--- src/rtl/pass_entry_ctrl.sv ---
// Keypad front end: three push-buttons build a 3-digit BCD code that is checked against the user or default password.
// Optional macro DEBOUNCE_EN adds a per-button stable-time filter (DB_CYC cycles) behind the synchroniser.
module pass_entry_ctrl #(
  parameter logic [11:0] USR_RST  = 12'h123,
`ifdef DEBOUNCE_EN
  parameter logic [19:0] DB_CYC   = 20'd500000,
`endif
  parameter logic [11:0] DEF_PASS = 12'h987
) (
  input  logic       clk,
  input  logic       rst_n,
  input  logic       btn_inc,
  input  logic       btn_next,
  input  logic       btn_enter,
  input  logic       btn_set,
  input  logic       mode_def,
  input  logic       enb_frequency,
  output logic [3:0] mod10_out,
  output logic [1:0] mod3_out,
  output logic       enter,
  output logic       lock_rst,
  output logic       unlocked,
  output logic       setpw
);

  typedef enum logic [1:0] {
    ST_ENTRY    = 2'd0,
    ST_CHECK    = 2'd1,
    ST_UNLOCKED = 2'd2,
    ST_SETPW    = 2'd3
  } state_t;

  // Button bit order everywhere: 0 inc, 1 next, 2 enter, 3 set.
  logic [3:0]  w_btnRaw;
  logic [3:0]  r_sync1;
  logic [3:0]  r_sync2;
  logic [3:0]  w_btnLevel;
  logic [3:0]  r_btnPrev;
  logic [3:0]  r_btnEvt;
  logic [3:0]  w_evValid;
  logic        w_evGate;
  logic        w_evInc;
  logic        w_evNext;
  logic        w_evEnter;
  logic        w_evSet;
  logic        r_enbPrev;
  logic        w_enbFall;

  state_t      r_state;
  state_t      w_stateNext;
  logic        w_edit;
  logic        w_doClear;
  logic        w_bufWrite;
  logic        w_match;

  logic [11:0] r_buffer;
  logic [11:0] r_usrPass;
  logic [11:0] w_bufMerged;
  logic [11:0] w_refPass;
  logic [3:0]  r_mod10;
  logic [1:0]  r_mod3;
  logic        r_enter;
  logic        r_lockRst;

  assign w_btnRaw = {btn_set, btn_enter, btn_next, btn_inc};

  always_ff @(posedge clk or negedge rst_n) begin
    if (!rst_n) begin
      r_sync1 <= '0;
      r_sync2 <= '0;
    end else begin
      r_sync1 <= w_btnRaw;
      r_sync2 <= r_sync1;
    end
  end

`ifdef DEBOUNCE_EN
  logic [19:0] r_dbCnt [4];
  logic [3:0]  r_dbLevel;

  // A level change is accepted only after the new value held for DB_CYC cycles.
  always_ff @(posedge clk or negedge rst_n) begin
    if (!rst_n) begin
      r_dbLevel <= '0;
      for (int i = 0; i < 4; i++) r_dbCnt[i] <= '0;
    end else begin
      for (int i = 0; i < 4; i++) begin
        if (r_sync2[i] == r_dbLevel[i]) begin
          r_dbCnt[i] <= '0;
        end else if (r_dbCnt[i] + 20'd1 >= DB_CYC) begin
          r_dbLevel[i] <= r_sync2[i];
          r_dbCnt[i]   <= '0;
        end else begin
          r_dbCnt[i] <= r_dbCnt[i] + 20'd1;
        end
      end
    end
  end

  assign w_btnLevel = r_dbLevel;
`else
  assign w_btnLevel = r_sync2;
`endif

  always_ff @(posedge clk or negedge rst_n) begin
    if (!rst_n) begin
      r_btnPrev <= '0;
      r_btnEvt  <= '0;
      r_enbPrev <= 1'b0;
    end else begin
      r_btnPrev <= w_btnLevel;
      r_btnEvt  <= w_btnLevel & ~r_btnPrev;
      r_enbPrev <= enb_frequency;
    end
  end

  // The cycle the countdown ends only clears the entry; any event landing then is dropped too.
  assign w_enbFall = r_enbPrev & ~enb_frequency;
  assign w_evGate  = ~enb_frequency & ~w_enbFall;
  assign w_evValid = r_btnEvt & {4{w_evGate}};

  assign w_evEnter = w_evValid[2];
  assign w_evSet   = w_evValid[3] & ~w_evValid[2];
  assign w_evNext  = w_evValid[1] & ~w_evValid[2] & ~w_evValid[3];
  assign w_evInc   = w_evValid[0] & ~w_evValid[1] & ~w_evValid[2] & ~w_evValid[3];

  always_ff @(posedge clk or negedge rst_n) begin
    if (!rst_n) r_state <= ST_ENTRY;
    else        r_state <= w_stateNext;
  end

  always_comb begin
    w_stateNext = r_state;
    case (r_state)
      ST_ENTRY: begin
        if (w_evEnter) w_stateNext = ST_CHECK;
      end
      ST_CHECK: begin
        w_stateNext = w_match ? ST_UNLOCKED : ST_ENTRY;
      end
      ST_UNLOCKED: begin
        if (w_evEnter)    w_stateNext = ST_ENTRY;
        else if (w_evSet) w_stateNext = ST_SETPW;
      end
      ST_SETPW: begin
        if (w_evEnter)    w_stateNext = ST_ENTRY;
        else if (w_evSet) w_stateNext = ST_UNLOCKED;
      end
      default: w_stateNext = ST_ENTRY;
    endcase
  end

  always_comb begin
    unlocked = 1'b0;
    setpw    = 1'b0;
    w_edit   = 1'b0;
    case (r_state)
      ST_ENTRY:    w_edit   = 1'b1;
      ST_UNLOCKED: unlocked = 1'b1;
      ST_SETPW: begin
        setpw  = 1'b1;
        w_edit = 1'b1;
      end
      default: ;
    endcase
  end

  // The first typed digit lands in the top nibble, so keying 1,2,3 reads as 12'h123.
  always_comb begin
    w_bufMerged = r_buffer;
    case (r_mod3)
      2'd0:    w_bufMerged[11:8] = r_mod10;
      2'd1:    w_bufMerged[7:4]  = r_mod10;
      default: w_bufMerged[3:0]  = r_mod10;
    endcase
  end

  assign w_refPass  = mode_def ? DEF_PASS : r_usrPass;
  assign w_match    = (r_buffer == w_refPass);
  assign w_bufWrite = w_edit & (w_evNext | (w_evEnter & (r_state == ST_ENTRY)));
  assign w_doClear  = w_enbFall
                    | (r_state == ST_CHECK)
                    | (((r_state == ST_UNLOCKED) | (r_state == ST_SETPW)) & (w_evEnter | w_evSet));

  always_ff @(posedge clk or negedge rst_n) begin
    if (!rst_n) begin
      r_buffer <= '0;
      r_mod10  <= '0;
      r_mod3   <= '0;
    end else if (w_doClear) begin
      r_buffer <= '0;
      r_mod10  <= '0;
      r_mod3   <= '0;
    end else begin
      if (w_bufWrite) r_buffer <= w_bufMerged;
      if (w_edit && w_evNext) begin
        r_mod10 <= 4'd0;
        r_mod3  <= (r_mod3 == 2'd2) ? 2'd0 : r_mod3 + 2'd1;
      end else if (w_edit && w_evInc) begin
        r_mod10 <= (r_mod10 == 4'd9) ? 4'd0 : r_mod10 + 4'd1;
      end
    end
  end

  always_ff @(posedge clk or negedge rst_n) begin
    if (!rst_n) begin
      r_usrPass <= USR_RST;
    end else if ((r_state == ST_SETPW) && w_evEnter) begin
      r_usrPass <= w_bufMerged;
    end
  end

  always_ff @(posedge clk or negedge rst_n) begin
    if (!rst_n) begin
      r_enter   <= 1'b0;
      r_lockRst <= 1'b0;
    end else begin
      r_enter   <= (r_state == ST_CHECK) & ~w_match;
      r_lockRst <= (r_state == ST_CHECK) &  w_match;
    end
  end

  assign mod10_out = r_mod10;
  assign mod3_out  = r_mod3;
  assign enter     = r_enter;
  assign lock_rst  = r_lockRst;

endmodule

--- config.mk ---
export PLATFORM = sky130hd
export DESIGN_NAME = pass_entry_ctrl
export DESIGN_NICKNAME = d
export VERILOG_FILES = /design/src/rtl/pass_entry_ctrl.sv
export SDC_FILE = /design/constraint.sdc
export NUM_CORES = 1
export LEC_CHECK = 0
export CORE_MARGIN = 10
export CORE_UTILIZATION = 40
export DETAILED_ROUTE_END_ITERATION = 10
export PLACE_DENSITY = 0.63
export SETUP_SLACK_MARGIN = 0.05
export SLEW_MARGIN = 20
export SYNTH_ARGS = -nofsm -noshare
export SYNTH_HDL_FRONTEND = slang
export SYNTH_SLANG_ARGS = --single-unit
--- constraint.sdc ---
create_clock -name clk -period 1.9 [get_ports clk]
set_input_delay 0.19 -clock clk [delete_from_list [all_inputs] [get_ports clk]]
set_output_delay 0.19 -clock clk [all_outputs]
set_load 0.02 [all_outputs]
==> summary by stage <==
Global route
Entering global routing, the biggest net connects 33 pins. Summed over all layers, the global routing overflow is 0. The number of antenna violations at the first check in global routing is 0. The first global-routing pass estimated 8720 um of wire. The number of global-route vias before repair is 1747. The global routing usage summed across all routing layers is 0.109.

Routing
The post-route antenna net violation count is 0. Across all layers, the routed design uses 1818 vias. The average routed wire per standard cell is 14.5 um. The length of the first detailed-routing pass in iterations is 5.

The total length of routed wires is 5010 um. After detailed routing, the number of vias per cell comes to 5.27. The DRC violation count after routing is 0. The first-iteration detailed-routing DRC count is 79.

Timing
The highest attainable clock frequency is 0.569 GHz. The worst pin sits at a relative slew slack of 0.672. The post-route clock period utilization is 0.925.

The worst-case setup margin in the final layout is 143 ps. The routed design could run at a clock period as short as 1760 ps. The aggregate negative setup slack is 0 ps. Setup violations remaining at the end of the flow were counted as 0.

Setup repair after global routing could not meet its margin everywhere. The count of final max-slew check failures was 0. The final count of hold timing violations came to 0.

The actual transition at the worst max-transition pin is 490 ps. The worst-case clock skew is 13.3 ps.

Synth
The predominant post-synthesis flop cell is sky130_fd_sc_hd__dfrtp_1. The fraction of registers with async set/reset is 1.00. In this run the mean area of a mapped cell was 10.5 um^2. The number of nets handed over by synthesis was 252. The cell area that synthesis handed to floorplanning was 2480 um^2. Counting flops with a built-in enable in the synthesized netlist gives 0. For this run, the number of Yosys warnings is 0. Of the synthesized area, sequential elements account for 0.516. Synthesis handed over a netlist of 237 instances. After synthesis, the netlist uses 42 different library cells.

Counting flops and latches in the post-synthesis netlist gives 51.

Setup path
The critical-path maximum fanout is 8. The worst path arrival time is 1570 ps. The endpoint identified for the worst register-to-register timing path is r_buffer[3]. Traced cell by cell, the critical path runs through clkdlybuf4s50_1. The worst setup path is of the flop to output pin kind. Measured in cells, the most critical reg-to-reg path has a length of 7. The logic depth of the worst path, buffers included is 1.

The critical path endpoint category is an output pin. At the worst endpoint, the required time is 1710 ps. STA classifies the critical path startpoint as a flop. The worst register-to-register path begins at r_state[1]. The most critical setup path has its startpoint at mod3_out[1]. Counting both buffers and inverters, the worst setup path holds a total of 1. The slowest stage of the critical path is the sky130_fd_sc_hd__clkdlybuf4s50_1 cell.

The maximum cell stage delay along the critical path is 680 ps. The slack of the worst reg-to-reg path is 170 ps. The critical path ends at mod3_out[1]. The category of cells accounting for the largest share of critical-path delay is buffers and inverters.

Power
VDD sags by at most 561 uV. The leakage power figure is 1.34 nW. The share of total power dissipated in the clock network is 0.209. The share of total power dissipated in combinational logic is 0.331. Internal power comes to 2.05 mW.

The sequential share of power is 0.460. The reported net switching power is 1.02 mW. Of the total power, the share spent switching nets is 0.331.

The areal power density over the cells is 1030 nW/um^2.

Placement
Detailed placement finished with a half-perimeter wire length of 3560 um. Timing analysis after detailed placement gives a worst setup slack of -61.9 ps. The count of buffers added on input and output ports is 17. The placer's final routability congestion estimate is 0.746.

Floorplan
The total area inside the core boundary comes to 5990 um^2. The floorplan has 28 rows. The die height is 98.8 um. In this run the count of I/O pins placed on the die edge is 18. The initial utilization of the core area, before any placement, comes to 0.415. The floorplan die width is 98.8 um.

The area of the die is 9760 um^2.

Worst hold path
The min-delay analysis places its worst path in the category primary input to flop. The startpoint identified for the worst hold timing path is btn_enter.

Job
The max-capacitance violation count is 0.

Clock network
The clock tree from TritonCTS is yes. The number of buffers on the longest clock path is 2. The H-tree depth is 2.

In this run, CTS created clock tree buffers numbering 5. The tree built by TritonCTS fans out to 51 sinks. The clock insertion delay at the later pin of the skew report is 320 ps. After clock tree synthesis, the setup repair step added 0 buffers. After clock tree synthesis, the clock-pin slew on the worst setup and hold paths is 90 ps.

The root buffer cell is sky130_fd_sc_hd__clkbuf_8.

Layout
The proportion of layout cells with a drive suffix above 1 is 0.174. The library cell used most frequently in the layout, excluding fill and tap cells, is sky130_fd_sc_hd__dfrtp_1. In the layout the commonest cells are sky130_fd_sc_hd__dfrtp_1 (46), sky130_fd_sc_hd__nor2_1 (39), sky130_fd_sc_hd__a21oi_1 (26).

The number of antenna diodes in the final layout is 0. From synthesis to final layout, the design area changed by 20.3%. After filler insertion, the fill cell instance count of the layout stands at 555.

The number of nets in the finished design is 284.

Outcome
The run finished with clean final reports.
cells by family (layout without fill, tap and decap cells):
family                   count (synthesis)  count (layout)  synth area share
AND/OR/NAND/NOR                         71              71             0.151
flip-flops                              51              51             0.516
XOR/XNOR                                 6               6            0.0212
adder cells (fa/ha/maj)                  7               7            0.0353
buffers and inverters                   27              60            0.0453
AO/OA/AOI/OAI                           52              52             0.139
multiplexers                            23              23            0.0927
registers in the layout (all words and copies together), names as in the netlist:
register	count
mod3_out	2
enter	1
mod10_out	4
r_sync2	4
r_btnPrev	4
r_buffer	12
r_state	2
r_usrPass	12
r_enbPrev	1
r_sync1	4
lock_rst	1
r_btnEvt	4
timing repair:
item,in CTS,in global routing
hold buffers,1,0
hold endpoints to repair,17,0
gates resized for setup,2,8
setup endpoints to repair,2,5
worst min-delay path by stage:
stage                     cells after the start          to
after global routing                          1  r_sync1[2]
after floorplan                               0       enter
after CTS                                     1  r_sync1[2]
after detailed placement                      1  r_sync2[0]
final                                         1  r_sync1[2]
after global placement                        1  r_sync2[0]
routing by layer:
metal / vias up / track usage / wire length (um)
met5: - / 0 / 0
met4: 0 / 0.0529 / 92
met3: 6 / 0.0223 / 258
met2: 38 / 0.161 / 2170
met1: 877 / 0.147 / 2490
li1: 897 / - / -
per-stage QoR:
| stage | utilization | total power, mW | cells | hold slack (ps) | cell area [um^2] |
|---|---|---|---|---|---|
| 4_1_cts | 0.494 | 3.06 | 345 | 298 | 2960 |
| 2_1_floorplan | - | 2.04 | 237 | -106 | 2480 |
| 6_report | 0.499 | 3.07 | 345 | 310 | 2990 |
| 3_3_place_gp | 0.477 | 2.40 | 336 | 165 | 2860 |
| 5_1_grt | 0.499 | 3.30 | 345 | 304 | 2990 |
| 3_5_place_dp | 0.477 | 2.42 | 336 | 175 | 2860 |
area by class of cell:
cell class / instances / area [um^2] / share of cell area
Timing Repair Buffer: 38 / 348 / 0.116
Clock inverter: 3 / 22.5 / 0.00754
Inverter: 14 / 52.6 / 0.0176
Sequential cell: 51 / 1280 / 0.429
Clock buffer: 5 / 68.8 / 0.0230
Tap cell: 75 / 93.8 / 0.0314
Multi-Input combinational cell: 159 / 1120 / 0.375
power groups by stage:
| stage | combinational (mW) | clock, mW | sequential (mW) |
|---|---|---|---|
| 2_1_floorplan | 0.623 | 0 | 1.42 |
| 3_3_place_gp | 0.974 | 0 | 1.42 |
| 3_5_place_dp | 0.985 | 0 | 1.43 |
| 4_1_cts | 0.986 | 0.665 | 1.41 |
| 5_1_grt | 1.16 | 0.699 | 1.44 |
| 6_report | 1.01 | 0.642 | 1.41 |
cell usage after synthesis (2+ instances only):
library cell	instances	area [um^2]
sky130_fd_sc_hd__o32ai_1	3	26.3
sky130_fd_sc_hd__nor4bb_1	2	20.0
sky130_fd_sc_hd__a31o_2	2	17.5
sky130_fd_sc_hd__ha_1	7	87.6
sky130_fd_sc_hd__clkbuf_1	6	22.5
sky130_fd_sc_hd__o32a_1	3	30.0
sky130_fd_sc_hd__a21oi_1	26	130
sky130_fd_sc_hd__nand2b_1	3	18.8
sky130_fd_sc_hd__mux2i_1	23	230
sky130_fd_sc_hd__a311oi_1	2	17.5
sky130_fd_sc_hd__nand2_1	7	26.3
sky130_fd_sc_hd__nor3_1	2	10.0
sky130_fd_sc_hd__inv_1	14	52.6
sky130_fd_sc_hd__o21ai_0	4	20.0
sky130_fd_sc_hd__nand4_1	3	18.8
sky130_fd_sc_hd__xor2_1	3	26.3
sky130_fd_sc_hd__o31a_1	3	26.3
sky130_fd_sc_hd__buf_2	6	30.0
sky130_fd_sc_hd__dfrtp_1	47	1180
sky130_fd_sc_hd__nor2_1	39	146
sky130_fd_sc_hd__nor2b_1	5	31.3
sky130_fd_sc_hd__xnor2_1	3	26.3
sky130_fd_sc_hd__dfstp_2	4	105
sky130_fd_sc_hd__a31oi_1	2	12.5
(Power assumes the default switching activity.)
